[config.mk]
export PLATFORM = sky130hd
export DESIGN_NAME = load_m_strided
export DESIGN_NICKNAME = d
export VERILOG_FILES = /design/src/rtl/tinyml_load_pkg.sv /design/src/rtl/load_m_strided_mask.sv /design/src/rtl/load_m_strided.sv
export SDC_FILE = /design/constraint.sdc
export NUM_CORES = 1
export LEC_CHECK = 0
export BUFFER_PORTS_ARGS = -buffer_cell sky130_fd_sc_hd__buf_2
export CORE_MARGIN = 1
export CORE_UTILIZATION = 35
export DETAILED_ROUTE_END_ITERATION = 7
export GPL_TIMING_DRIVEN = 0
export SYNTH_ARGS = -nofsm -noshare
export SYNTH_HDL_FRONTEND = slang
export SYNTH_HIERARCHICAL = 1
export SYNTH_SLANG_ARGS = --single-unit
[constraint.sdc]
create_clock -name clk -period 3.2 [get_ports clk]
set_input_delay 0.64 -clock clk [delete_from_list [all_inputs] [get_ports clk]]
set_output_delay 0.64 -clock clk [all_outputs]
set_load 0.02 [all_outputs]
[src/rtl/tinyml_load_pkg.sv]
// Shared definitions for the tile loaders: controller states and the
// tile/beat geometry derived from the bus and element widths.
package tinyml_load_pkg;

   typedef enum logic [2:0] {
      ST_IDLE  = 3'd0,
      ST_REQ   = 3'd1,
      ST_WAIT  = 3'd2,
      ST_EMIT  = 3'd3,
      ST_DRAIN = 3'd4,
      ST_DONE  = 3'd5
   } load_state_e;

   // Elements carried by one output tile.
   function automatic int tile_elems(input int tile_width, input int data_width);
      return tile_width / data_width;
   endfunction

   // Memory beats needed to fill one tile.
   function automatic int beats_per_tile(input int tile_width, input int data_width,
                                         input int beat_elems);
      return (tile_width / data_width) / beat_elems;
   endfunction

endpackage

[src/rtl/load_m_strided_mask.sv]
// Zero-fills the elements of one fetched beat that fall at or beyond the
// matrix column count, so partial tiles at the right edge read as zero.
module load_beat_mask #(
   parameter int DATA_WIDTH = 8,
   parameter int BEAT_ELEMS = 4,
   parameter int DIM_WIDTH  = 10,
   parameter int COL_W      = 16
) (
   input  logic [BEAT_ELEMS*DATA_WIDTH-1:0] rdata_i,
   input  logic [COL_W-1:0]                 col_base_i,
   input  logic [DIM_WIDTH-1:0]             cols_i,
   output logic [BEAT_ELEMS*DATA_WIDTH-1:0] data_o
);

   for (genvar i = 0; i < BEAT_ELEMS; i++) begin : g_elem
      logic [COL_W:0] col;
      assign col = {1'b0, col_base_i} + (COL_W+1)'(i);
      assign data_o[i*DATA_WIDTH +: DATA_WIDTH] =
         (col < (COL_W+1)'(cols_i)) ? rdata_i[i*DATA_WIDTH +: DATA_WIDTH] : '0;
   end

endmodule

[src/rtl/load_m_strided.sv]
// Strided matrix loader: walks a rows x cols element matrix in memory one
// beat at a time, assembles TILE_WIDTH-bit tiles in row-major order and
// hands them out over a valid/ready port. Columns past the matrix edge are
// zero-filled, and beats lying entirely past the edge are never fetched.
module load_m_strided
   import tinyml_load_pkg::*;
#(
   parameter int TILE_WIDTH = 256,
   parameter int DATA_WIDTH = 8,
   parameter int ADDR_WIDTH = 24,
   parameter int BEAT_ELEMS = 4,
   parameter int DIM_WIDTH  = 10
) (
   input  logic                             clk,
   input  logic                             rst_n,
   input  logic                             start,
   output logic                             start_ready,
   input  logic [ADDR_WIDTH-1:0]            dram_addr,
   input  logic [DIM_WIDTH-1:0]             rows,
   input  logic [DIM_WIDTH-1:0]             cols,
   input  logic [ADDR_WIDTH-1:0]            row_stride,
   input  logic                             abort,
   output logic [TILE_WIDTH-1:0]            tile_data,
   output logic                             tile_valid,
   input  logic                             tile_ready,
   output logic                             tile_last_row,
   output logic                             tile_last,
   output logic                             done,
   output logic                             mem_req,
   output logic [ADDR_WIDTH-1:0]            mem_addr,
   input  logic [BEAT_ELEMS*DATA_WIDTH-1:0] mem_rdata,
   input  logic                             mem_valid
);

   localparam int TILE_ELEMS = tile_elems(TILE_WIDTH, DATA_WIDTH);
   localparam int BPT        = beats_per_tile(TILE_WIDTH, DATA_WIDTH, BEAT_ELEMS);
   localparam int BEAT_W     = BEAT_ELEMS * DATA_WIDTH;
   localparam int BW         = (BPT > 1) ? $clog2(BPT) : 1;
   // Column index width: covers every beat base of the widest legal row.
   localparam int CW         = DIM_WIDTH + $clog2(TILE_ELEMS) + 1;

   load_state_e            state_q, state_d;
   logic [ADDR_WIDTH-1:0]  row_base_q, row_base_d;
   logic [ADDR_WIDTH-1:0]  stride_q, stride_d;
   logic [DIM_WIDTH-1:0]   rows_q, rows_d;
   logic [DIM_WIDTH-1:0]   cols_q, cols_d;
   logic [DIM_WIDTH-1:0]   tpr_q, tpr_d;
   logic [DIM_WIDTH-1:0]   row_q, row_d;
   logic [DIM_WIDTH-1:0]   tile_q, tile_d;
   logic [BW-1:0]          beat_q, beat_d;
   logic [BEAT_W-1:0]      beats_q [BPT];

   logic                   buf_we;
   logic [BEAT_W-1:0]      buf_wdata;
   logic [BEAT_W-1:0]      masked;
   logic [CW-1:0]          col_base;
   logic                   skip;
   logic                   last_beat;
   logic                   last_tile_row;
   logic                   last_row;
   logic [DIM_WIDTH:0]     tpr_new;
   logic [ADDR_WIDTH-1:0]  stride_new;

   // Job geometry derived from the request ports at acceptance time.
   assign tpr_new    = ({1'b0, cols} + (DIM_WIDTH+1)'(TILE_ELEMS - 1))
                       / (DIM_WIDTH+1)'(TILE_ELEMS);
   assign stride_new = (row_stride == '0)
                       ? ADDR_WIDTH'(tpr_new) * ADDR_WIDTH'(TILE_ELEMS)
                       : row_stride;

   assign col_base      = CW'(tile_q) * CW'(TILE_ELEMS) + CW'(beat_q) * CW'(BEAT_ELEMS);
   assign skip          = col_base >= CW'(cols_q);
   assign last_beat     = beat_q == BW'(BPT - 1);
   assign last_tile_row = tile_q == tpr_q - DIM_WIDTH'(1);
   assign last_row      = row_q == rows_q - DIM_WIDTH'(1);

   load_beat_mask #(
      .DATA_WIDTH (DATA_WIDTH),
      .BEAT_ELEMS (BEAT_ELEMS),
      .DIM_WIDTH  (DIM_WIDTH),
      .COL_W      (CW)
   ) u_mask (
      .rdata_i    (mem_rdata),
      .col_base_i (col_base),
      .cols_i     (cols_q),
      .data_o     (masked)
   );

   assign start_ready   = state_q == ST_IDLE;
   assign tile_valid    = state_q == ST_EMIT;
   assign tile_last_row = tile_valid && last_tile_row;
   assign tile_last     = tile_last_row && last_row;
   assign done          = state_q == ST_DONE;

   for (genvar b = 0; b < BPT; b++) begin : g_tile
      assign tile_data[b*BEAT_W +: BEAT_W] = beats_q[b];
   end

   // Next-state, counter advance, beat request and tile buffer write control.
   always_comb begin
      state_d    = state_q;
      row_base_d = row_base_q;
      stride_d   = stride_q;
      rows_d     = rows_q;
      cols_d     = cols_q;
      tpr_d      = tpr_q;
      row_d      = row_q;
      tile_d     = tile_q;
      beat_d     = beat_q;
      buf_we     = 1'b0;
      buf_wdata  = '0;
      mem_req    = 1'b0;
      mem_addr   = '0;
      case (state_q)
         ST_IDLE: begin
            if (start) begin
               rows_d     = rows;
               cols_d     = cols;
               tpr_d      = tpr_new[DIM_WIDTH-1:0];
               stride_d   = stride_new;
               row_base_d = dram_addr;
               row_d      = '0;
               tile_d     = '0;
               beat_d     = '0;
               state_d    = (rows == '0 || cols == '0) ? ST_DONE : ST_REQ;
            end
         end
         ST_REQ: begin
            if (abort) begin
               state_d = ST_IDLE;
            end else if (skip) begin
               // Beat lies wholly past the last column: fill zeros, no fetch.
               buf_we = 1'b1;
               if (last_beat) state_d = ST_EMIT;
               else           beat_d  = beat_q + BW'(1);
            end else begin
               mem_req  = 1'b1;
               mem_addr = row_base_q + ADDR_WIDTH'(col_base);
               state_d  = ST_WAIT;
            end
         end
         ST_WAIT: begin
            if (mem_valid) begin
               buf_we    = 1'b1;
               buf_wdata = masked;
               if (abort) begin
                  state_d = ST_IDLE;
               end else if (last_beat) begin
                  state_d = ST_EMIT;
               end else begin
                  beat_d  = beat_q + BW'(1);
                  state_d = ST_REQ;
               end
            end else if (abort) begin
               state_d = ST_DRAIN;
            end
         end
         ST_EMIT: begin
            if (abort) begin
               state_d = ST_IDLE;
            end else if (tile_ready) begin
               beat_d = '0;
               if (last_tile_row) begin
                  tile_d = '0;
                  if (last_row) begin
                     state_d = ST_DONE;
                  end else begin
                     row_d      = row_q + DIM_WIDTH'(1);
                     row_base_d = row_base_q + stride_q;
                     state_d    = ST_REQ;
                  end
               end else begin
                  tile_d  = tile_q + DIM_WIDTH'(1);
                  state_d = ST_REQ;
               end
            end
         end
         ST_DRAIN: begin
            if (mem_valid) state_d = ST_IDLE;
         end
         ST_DONE: state_d = ST_IDLE;
         default: state_d = ST_IDLE;
      endcase
   end

   // Controller state, job registers and counters.
   always_ff @(posedge clk or negedge rst_n) begin
      if (!rst_n) begin
         state_q    <= ST_IDLE;
         row_base_q <= '0;
         stride_q   <= '0;
         rows_q     <= '0;
         cols_q     <= '0;
         tpr_q      <= '0;
         row_q      <= '0;
         tile_q     <= '0;
         beat_q     <= '0;
      end else begin
         state_q    <= state_d;
         row_base_q <= row_base_d;
         stride_q   <= stride_d;
         rows_q     <= rows_d;
         cols_q     <= cols_d;
         tpr_q      <= tpr_d;
         row_q      <= row_d;
         tile_q     <= tile_d;
         beat_q     <= beat_d;
      end
   end

   // Tile assembly buffer, one slot per beat.
   always_ff @(posedge clk or negedge rst_n) begin
      if (!rst_n) begin
         for (int b = 0; b < BPT; b++) beats_q[b] <= '0;
      end else if (buf_we) begin
         beats_q[beat_q] <= buf_wdata;
      end
   end

endmodule

==> results.py, run 1 <==
metrics = {
    "status": {
        "outcome": "complete, but fails checks",
        "violations": "negative setup slack",
    },
    "power": {
        "peakVddDrop_uv": 457,
        "seqPwrFrac_pct": 32.4,
        "p_leak_uw": 0.0115,
        "switchingPower_uw": 7690,
        "finalPower_uw": 19100,
        "p_per_area_nw_per_um2": 794,
        "p_int_uw": 11400,
        "clkPwrFrac_pct": 24.7,
        "p_comb_share_pct": 42.9,
        "sw_frac_of_total_pct": 40.3,
    },
    "timing": {
        "skew_ns": 0.0232,
        "rsz0062_at_grt": "true",
        "max_freq_ghz": 0.264,
        "max-slew-margin-rel_pct": 2.02,
        "worst_slack_ns": -0.588,
        "timing.hold.ws_ns": 0.0637,
        "layout_min_cycle_time_ns": 3.79,
        "setup_violations": 26,
        "slew_viol_final": 0,
        "finalCritPeriodShare_pct": 118,
        "hold_viol": 0,
        "worstMarginPinSlew_ns": 1.46,
    },
    "floorplan": {
        "die_area_um2": 53300,
        "die_w_um": 231,
        "core-area_um2": 51500,
        "fp.dieH_um": 231,
        "io_pins": 392,
        "rows": 83,
        "start_util_pct": 35.6,
    },
    "clock_network": {
        "numClockSinks": 356,
        "cts_tree": "yes",
        "cts_buffer_depth": 3,
        "clkLatencyLatePin_ns": 0.56,
        "cts-root-buf": "clkbuf_16",
        "htreeDepth": 2,
        "clk_pin_slew_worst_paths_ns": 0.06,
        "cts_hold_buf": 0,
        "cts_made_buffers": 40,
    },
    "logic_synthesis": {
        "avgSynthCellArea_um2": 10.2,
        "synth_edf_count": 0,
        "ys_seq_area_share_pct": 48.6,
        "synth.distinct_cells": 75,
        "synth_flop_cell": "dfrtp_1",
        "synth_most_common_cell": "dfrtp_1",
        "async_reset_ff_share_pct": 100,
        "netlist.area_leader.share_pct": 48.6,
        "syn-cell-area_um2": 18300,
        "syn_inst": 1794,
        "ys_warn_count": 6,
        "netlist_top_cells_count": "dfrtp_1 (356), o2bb2ai_1 (256), nand2_1 (229)",
        "synth_seq_cells": 356,
        "yosys.area.top_type": "dfrtp_1",
        "synth_area_leaders": "dfrtp_1 (49%), o2bb2ai_1 (12%), ha_1 (6.1%)",
    },
    "place": {
        "numPortBuffers": 391,
        "place_hpwl_mm": 50.7,
        "routabilityCongestion": 0.946,
    },
    "routing": {
        "wire_per_inst_um": 23.0,
        "dr.pass1.iters": 4,
        "wirelength_mm": 69.6,
        "drt-vias-per-instance": 5.58,
        "vias": 16900,
        "detail-route-antenna-nets": 0,
        "drc_errors": 0,
        "dr.first_iter.drc_count": 1112,
    },
    "worst_setup_path": {
        "worstPathCellList": "ha_4, inv_2, fa_2, nor2b_2, o21ai_2, a211o_1, nand4_1, a311oi_4, nand4b_1, xor2_1, nor2_1, buf_4",
        "critical_path.top_delay_family": "compound AO/OA/AOI/OAI gates",
        "arrival_ns": 3.15,
        "crit_type": "reg2out",
        "crit_path_start_kind": "register",
        "critPathRequiredTime_ns": 2.56,
        "max_stage_delay_ns": 0.47,
        "path_buf_inv": 2,
        "slowest_stage": "a311oi_4",
        "critPathMaxFanout": 4,
        "cp-end-kind": "primary output",
    },
    "grt": {
        "antenna_found_initial": 2,
        "grt-ovfl-total": 0,
        "grt_pass1_wl_mm": 105,
        "groute.usage.overall_pct": 25.9,
        "grt_pass1_vias": 16800,
        "grt_max_degree": 114,
    },
    "flow_run": {
        "drv_cap": 0,
    },
    "cells_and_area": {
        "num-nets-final": 2508,
        "drive_above_1_share_pct": 29.8,
        "area_growth_pct": 31.1,
    },
    "min_path": {
        "hold_path.class": "in2async",
    },
}
through the flow:
| stage | instance area (um2) | cells | setup slack, ns | utilization, % | setup TNS (ns) |
|---|---|---|---|---|---|
| floorplan | 18400 | 1815 | -0.00743 | - | -0.0297 |
| global placement | 21200 | 2886 | -5.47 | 41.2 | -2001.98 |
| detailed placement | 21300 | 2889 | -0.917 | 41.4 | -77.95 |
| CTS | 23400 | 2997 | -0.534 | 45.5 | -9.73 |
| global route | 24000 | 3022 | -0.674 | 46.6 | -12.90 |
| finish | 24000 | 3022 | -0.588 | 46.6 | -10.13 |
cell usage in the layout (no fill, tap or decap), types with 12 or more instances in the layout:
cell type    n
o21ai_0     66
buf_6       24
buf_2      388
a21oi_1     71
a211oi_1    14
clkbuf_1    63
nor4b_2     14
nand2b_1    12
o2bb2ai_1  246
inv_1       58
nor4_1      25
clkbuf_16   44
nand2_2     18
xor2_1      44
dfrtp_1    341
conb_1      22
dfrtp_2     15
ha_1        87
nand2_1    211
nor2_1      76
or3_1       13
nor3_1      26
nand4_1     27
nor2b_1     13
a21o_1      22
buf_4       64
xnor2_1     43
nand3_1     38
power by group through the flow:
stage	clock, uW	combinational, uW	sequential (uW)
final	4710	8170	6180
after detailed placement	0	7230	6220
after floorplan	0	4520	6540
after CTS	4800	7820	6150
after global routing	4970	8930	6270
after global placement	0	7080	6210
kinds of logic after synthesis:
family	synth area share (%)
AND/OR/NAND/NOR	14.7
AO/OA/AOI/OAI	21.6
flip-flops	48.6
buffers and inverters	3.70
adder cells (fa/ha/maj)	6.36
XOR/XNOR	4.25
multiplexers	0.683
other	0.0205
worst reg2reg max path: stages, from the launching register on:
cell     delay, ns
dfrtp_1       0.38
or4_4         0.53
buf_6         0.15
or4_4         0.49
a21oi_4       0.16
nor4_4        0.07
nand4_2       0.14
buf_4         0.13
buf_4         0.09
buf_4         0.10
nand2_4       0.07
buf_8         0.17
buf_4         0.14
o31a_1        0.26
o21a_1        0.18
final timing paths:
kind | from | to | slack, ns | cells past startpoint
max | beat_q[0] | mem_addr[22] | -0.59 | 12
min | rst_n | tile_data[72] | 0.06 | 1
max reg2reg | rows_q[1] | row_q[4] | 0.03 | 14
min reg2reg | stride_q[12] | stride_q[12] | 0.48 | 2
max in group asynchronous | rst_n | tile_q[9] | 1.72 | 3
min in group clk | rows[3] | rows_q[3] | 0.28 | 3
what timing repair did:
item,4_1_cts,5_1_grt
gates cloned,2,0
resized for setup,134,92
buffers inserted,34,27
setup endpoints to repair,280,258
endpoints found under the hold margin,0,0
pin swaps,28,37
flip-flops by register name (all words and copies together), names as in the netlist:
register and flops:
row_q 10, tile_q 10, rows_q 10, tpr_q 6, state_q 3, beat_q 3
stride_q 24, tile_data 256, row_base_q 24, cols_q 10
metal layers:
layer  vias to the layer above  share of wire (%)  global-route usage (%)  wire length (um)
met4                         2                4.2                    9.87              2920
met5                         -              0.019                       0                13
met2                       636                 45                    40.4             31400
li1                       7630                  -                       -                 -
met3                       150                7.9                    6.27              5480
met1                      8454                 43                    34.6             29700
cell type report:
type                            count  area (um2)
Antenna cell                        1        2.50
Buffer                            101         507
Clock buffer                       56        1150
Clock inverter                     17         180
Fill cell                        4875       27500
Inverter                           62         244
Multi-Input combinational cell   1295        9460
Sequential cell                   356        8930
Tap cell                          680         851
Timing Repair Buffer              454        2690
(Power assumes the default switching activity.)
==> inputs of run 2 (changes only) <==
Settings changed: CELL_PAD_IN_SITES_DETAIL_PLACEMENT from default to 0, CELL_PAD_IN_SITES_GLOBAL_PLACEMENT from default to 1, PLACE_DENSITY_LB_ADDON from default to 0.1.
==> results.py, run 2 (synthesized netlist as in run 1, its figures left out) <==
metrics = {
    "timing": {
        "layout_min_cycle_time_ns": 3.73,
        "skew_ns": 0.0149,
        "rsz0062_at_grt": "true",
        "slew_viol_final": 0,
        "worstMarginPinSlew_ns": 1.37,
        "max-slew-margin-rel_pct": 7.76,
        "max_freq_ghz": 0.268,
        "hold_viol": 0,
        "setup_violations": 26,
        "finalCritPeriodShare_pct": 117,
        "fin_setup_tns_ns": -10.78,
        "worst_slack_ns": -0.534,
    },
    "cells_and_area": {
        "drive_above_1_share_pct": 30.0,
        "largest_register_ffs": 256,
        "num-nets-final": 2504,
        "seq_area_um2": 8930,
        "fin_cells": 3021,
        "final_common_cell": "buf_2",
        "area_growth_pct": 31.8,
        "final_cell_mix": "buf_2 (389), dfrtp_1 (340), o2bb2ai_1 (249), nand2_1 (210), ha_1 (86)",
        "fillers": 5021,
        "multi_input_comb_area_um2": 9590,
        "design_area_um2": 24100,
    },
    "floorplan": {
        "core-area_um2": 51500,
        "start_util_pct": 35.6,
        "die_w_um": 231,
        "fp.dieH_um": 231,
        "io_pins": 392,
        "rows": 83,
        "die_area_um2": 53300,
    },
    "routing": {
        "detail-route-antenna-nets": 0,
        "wire_per_inst_um": 23.6,
        "dr.pass1.iters": 5,
        "dr.first_iter.drc_count": 901,
        "vias": 16400,
        "wirelength_mm": 71.4,
        "drc_errors": 0,
        "drt-vias-per-instance": 5.44,
    },
    "worst_setup_path": {
        "crit_path_start_kind": "register",
        "crit_type": "reg2out",
        "critPathRequiredTime_ns": 2.56,
        "critPathMaxFanout": 6,
        "cp-end-kind": "primary output",
        "arrival_ns": 3.09,
    },
    "clock_network": {
        "numClockSinks": 356,
        "clk_pin_slew_worst_paths_ns": 0.06,
        "clkLatencyLatePin_ns": 0.58,
        "cts_buffer_depth": 3,
        "cts-root-buf": "clkbuf_16",
        "cts_hold_buf": 0,
        "htreeDepth": 2,
        "cts_tree": "yes",
        "cts_made_buffers": 42,
    },
    "power": {
        "p_per_area_nw_per_um2": 791,
        "p_comb_share_pct": 42.6,
        "clkPwrFrac_pct": 25.0,
        "switchingPower_uw": 7760,
        "sw_frac_of_total_pct": 40.6,
        "seqPwrFrac_pct": 32.4,
        "p_int_uw": 11300,
        "peakVddDrop_uv": 357,
        "p_leak_uw": 0.0115,
    },
    "place": {
        "placed_cell_area_um2": 21300,
        "numPortBuffers": 391,
        "routabilityCongestion": 0.864,
        "place_hpwl_mm": 52.7,
        "dp.cells": 2889,
        "pre_cts_ws_ns": -0.945,
    },
    "min_path": {
        "hold_path.class": "in2async",
    },
    "grt": {
        "grt_pass1_wl_mm": 107,
        "grt_max_degree": 109,
        "grt-ovfl-total": 0,
        "antenna_found_initial": 6,
        "groute.usage.overall_pct": 26.6,
        "grt_pass1_vias": 16500,
    },
    "status": {
        "outcome": "complete, but fails checks",
        "violations": "negative setup slack",
    },
    "flow_run": {
        "drv_cap": 0,
    },
}
[run 2: cell count changes in the layout (fill, tap and decap cells not counted), sizes merged]
cell / previous run / this run
bufinv: 3 / 1
clkbuf: 120 / 126
inv: 63 / 61
buf: 491 / 485
diode: 1 / 4
[run 2: cell type report]
cell class,instances,share of cell area (%)
multi-input cells,1295,39.7
flip-flops and latches,356,37.0
repair buffers,449,11.0
clock buffers,62,5.08
well taps,680,3.52
plain buffers,100,2.00
inverters,62,1.01
clock inverters,13,0.622
diodes,4,0.0414
[run 2: repair_timing]
item	4_1_cts	5_1_grt
pin swaps	26	27
setup buffers	35	19
endpoints found under the setup margin	310	264
gates resized for setup	159	87
cloned	2	0
[run 2: final timing paths]
| check | startpoint | end | slack (ns) | depth (start not counted) |
|---|---|---|---|---|
| max in group asynchronous | rst_n | tile_data[12] | 1.41 | 4 |
| max | beat_q[0] | mem_addr[19] | -0.53 | 13 |
| max reg2reg | tile_q[1] | tile_data[82] | 0.07 | 12 |
| min reg2reg | tile_data[222] | tile_data[222] | 0.48 | 1 |
| min | rst_n | row_base_q[23] | 0.01 | 1 |
| min in group clk | rows[3] | rows_q[3] | 0.26 | 3 |
[run 2: power by group through the flow]
stage / Sequential [uW] / Combinational [uW] / Clock (uW)
2_1_floorplan: 6540 / 4520 / 0
3_3_place_gp: 6270 / 7170 / 0
3_5_place_dp: 6260 / 7250 / 0
4_1_cts: 6180 / 7930 / 4880
5_1_grt: 6300 / 8930 / 5070
6_report: 6190 / 8140 / 4780
[run 2: worst max-delay path: stages (launching register included)]
cell,delay (ns)
dfrtp_2,0.45
ha_4,0.18
buf_4,0.12
buf_6,0.11
a211oi_4,0.25
o21bai_2,0.11
o211ai_1,0.27
a41oi_2,0.20
o21ai_2,0.16
buf_6,0.17
a21oi_2,0.08
xnor2_2,0.21
nor2_4,0.06
buf_6,0.12
[run 2: per-layer routing]
layer / global-route usage, % / vias to the layer above / routed length, um
li1: - / 7644 / -
met1: 34.8 / 8169 / 31000
met2: 43.4 / 500 / 33800
met3: 6.57 / 110 / 4810
met4: 7.66 / 4 / 1790
met5: 0 / - / 16
[run 2: per-stage QoR]
stage	utilization, %	hold WS, ns	power, uW
4_1_cts	45.8	0.0282	19000
3_5_place_dp	41.4	0.468	13500
3_3_place_gp	41.2	0.465	13400
6_report	46.9	0.0146	19100
5_1_grt	46.9	0.0468	20300
2_1_floorplan	-	0.344	11100
==> inputs of run 3 (changes only) <==
Settings changed: TNS_END_PERCENT from default to 10.
==> results.py, run 3 (synthesized netlist as in run 1, its figures left out) <==
metrics = {
    "status": {
        "outcome": "complete, but fails checks",
        "violations": "negative setup slack",
    },
    "routing": {
        "vias": 16400,
        "detail-route-antenna-nets": 0,
        "drt-vias-per-instance": 5.45,
        "wirelength_mm": 71.1,
        "dr.pass1.iters": 5,
        "drc_errors": 0,
        "wire_per_inst_um": 23.6,
        "dr.first_iter.drc_count": 921,
    },
    "worst_setup_path": {
        "crit_type": "reg2out",
        "arrival_ns": 3.10,
        "cpMostUsedCell": "buf_6",
        "slowest_stage": "dfrtp_2",
        "cp-end-kind": "primary output",
        "crit_path_start_kind": "register",
        "worstPathCellList": "ha_4, buf_4, buf_6, a211oi_4, o21bai_2, o211ai_1, a41oi_2, o21ai_2, buf_6, a21oi_2, xnor2_2, nor2_4, buf_6",
        "critPathMaxFanout": 6,
        "critPathRequiredTime_ns": 2.56,
        "max_stage_delay_ns": 0.45,
    },
    "clock_network": {
        "clkLatencyLatePin_ns": 0.59,
        "cts_hold_buf": 0,
        "cts_buffer_depth": 3,
        "clk_pin_slew_worst_paths_ns": 0.06,
        "cts-root-buf": "clkbuf_16",
        "cts_made_buffers": 42,
        "numClockSinks": 356,
        "cts_tree": "yes",
        "htreeDepth": 2,
    },
    "cells_and_area": {
        "largest_register_ffs": 256,
        "num-nets-final": 2492,
        "final_cell_mix": "buf_2 (389), dfrtp_1 (340), o2bb2ai_1 (250), nand2_1 (204), ha_1 (86)",
        "final_common_cell": "buf_2",
        "drive_above_1_share_pct": 29.5,
        "area_growth_pct": 31.2,
    },
    "power": {
        "peakVddDrop_uv": 353,
        "p_per_area_nw_per_um2": 793,
        "p_leak_uw": 0.0114,
    },
    "place": {
        "pre_cts_ws_ns": -0.945,
        "numPortBuffers": 391,
        "routabilityCongestion": 0.864,
        "place_hpwl_mm": 52.7,
    },
    "timing": {
        "worst_slack_ns": -0.542,
        "hold_viol": 0,
        "rsz0062_at_grt": "true",
        "layout_min_cycle_time_ns": 3.74,
        "max-slew-margin-rel_pct": 3.52,
        "skew_ns": 0.0154,
        "worstMarginPinSlew_ns": 1.43,
        "max_freq_ghz": 0.267,
        "setup_violations": 26,
        "fin_setup_tns_ns": -11.06,
        "finalCritPeriodShare_pct": 117,
        "slew_viol_final": 0,
    },
    "floorplan": {
        "io_pins": 392,
        "rows": 83,
        "die_w_um": 231,
        "die_area_um2": 53300,
        "start_util_pct": 35.6,
        "fp.dieH_um": 231,
        "core-area_um2": 51500,
    },
    "grt": {
        "grt_pass1_wl_mm": 107,
        "groute.usage.overall_pct": 26.6,
        "antenna_found_initial": 6,
        "grt_max_degree": 109,
        "grt-ovfl-total": 0,
        "grt_pass1_vias": 16500,
    },
    "min_path": {
        "hold_path.class": "in2async",
    },
    "flow_run": {
        "drv_cap": 0,
    },
}
==> run 3: cell count changes in the layout (fill, tap and decap cells not counted), moves of 2 or more <==
cell and delta:
nor4_2 -2, nand3_4 -2, buf_4 -13, nand3_2 +2, nor4b_2 -3, nor4_1 +2, nand2_2 +6, nand2_1 -6
nor4b_4 +2
==> run 3: cell type report <==
| class | instances | area (um2) |
|---|---|---|
| diodes | 4 | 10.0 |
| plain buffers | 100 | 482 |
| clock buffers | 62 | 1230 |
| clock inverters | 13 | 150 |
| fillers | 5029 | 27500 |
| inverters | 62 | 244 |
| multi-input cells | 1295 | 9560 |
| flip-flops and latches | 356 | 8930 |
| well taps | 680 | 851 |
| repair buffers | 437 | 2580 |
==> run 3: worst paths after layout <==
kind	from	end	cells past startpoint	slack, ns
worst max-delay path	beat_q[0]	mem_addr[19]	13	-0.54
worst min-delay path	rst_n	row_base_q[23]	1	0.007
max in group asynchronous	rst_n	tile_data[12]	4	1.42
worst min register to register	tile_data[169]	tile_data[169]	1	0.48
min in group clk	rows[3]	rows_q[3]	3	0.26
worst max register to register	tile_q[1]	tile_data[22]	11	0.06
==> run 3: worst max-delay path, delay by kind of cell, from the launching register on <==
kind	cells	cell delay [ns]
XOR/XNOR	1	0.21
AO/OA/AOI/OAI	6	1.07
adder cells (fa/ha/maj)	1	0.18
flip-flops	1	0.45
buffers and inverters	4	0.52
AND/OR/NAND/NOR	1	0.06
==> run 3: what timing repair did <==
item / CTS / global route
pin swaps: 26 / 28
resized for setup: 159 / 83
cloned: 2 / 0
endpoints found under the setup margin: 310 / 264
buffers inserted: 35 / 7
==> run 3: where the power goes <==
part	leakage, uW	switching (uW)	internal, uW
registers	0.00475	779	5410
logic	0.00602	4950	3150
clock network	0.000674	2010	2760
total	0.0114	7740	11300
==> run 3: stage by stage <==
| step | utilization, % | cell area (um2) | std cells | power, uW | hold WS, ns |
|---|---|---|---|---|---|
| after floorplan | - | 18400 | 1815 | 11100 | 0.344 |
| after global placement | 41.2 | 21200 | 2886 | 13400 | 0.465 |
| after detailed placement | 41.4 | 21300 | 2889 | 13500 | 0.468 |
| after CTS | 45.8 | 23600 | 3000 | 19000 | 0.0282 |
| after global routing | 46.6 | 24000 | 3006 | 20300 | 0.0468 |
| final | 46.7 | 24000 | 3009 | 19100 | 0.00659 |
==> run 3: routing by layer <==
layer / up-vias / wire [um] / GRT usage, % / share of wire, %
met1: 8198 / 30800 / 34.8 / 43
met4: 4 / 1740 / 7.66 / 2.5
li1: 7616 / - / - / -
met3: 103 / 4640 / 6.57 / 6.5
met5: - / 16 / 0 / 0.023
met2: 468 / 33800 / 43.4 / 48
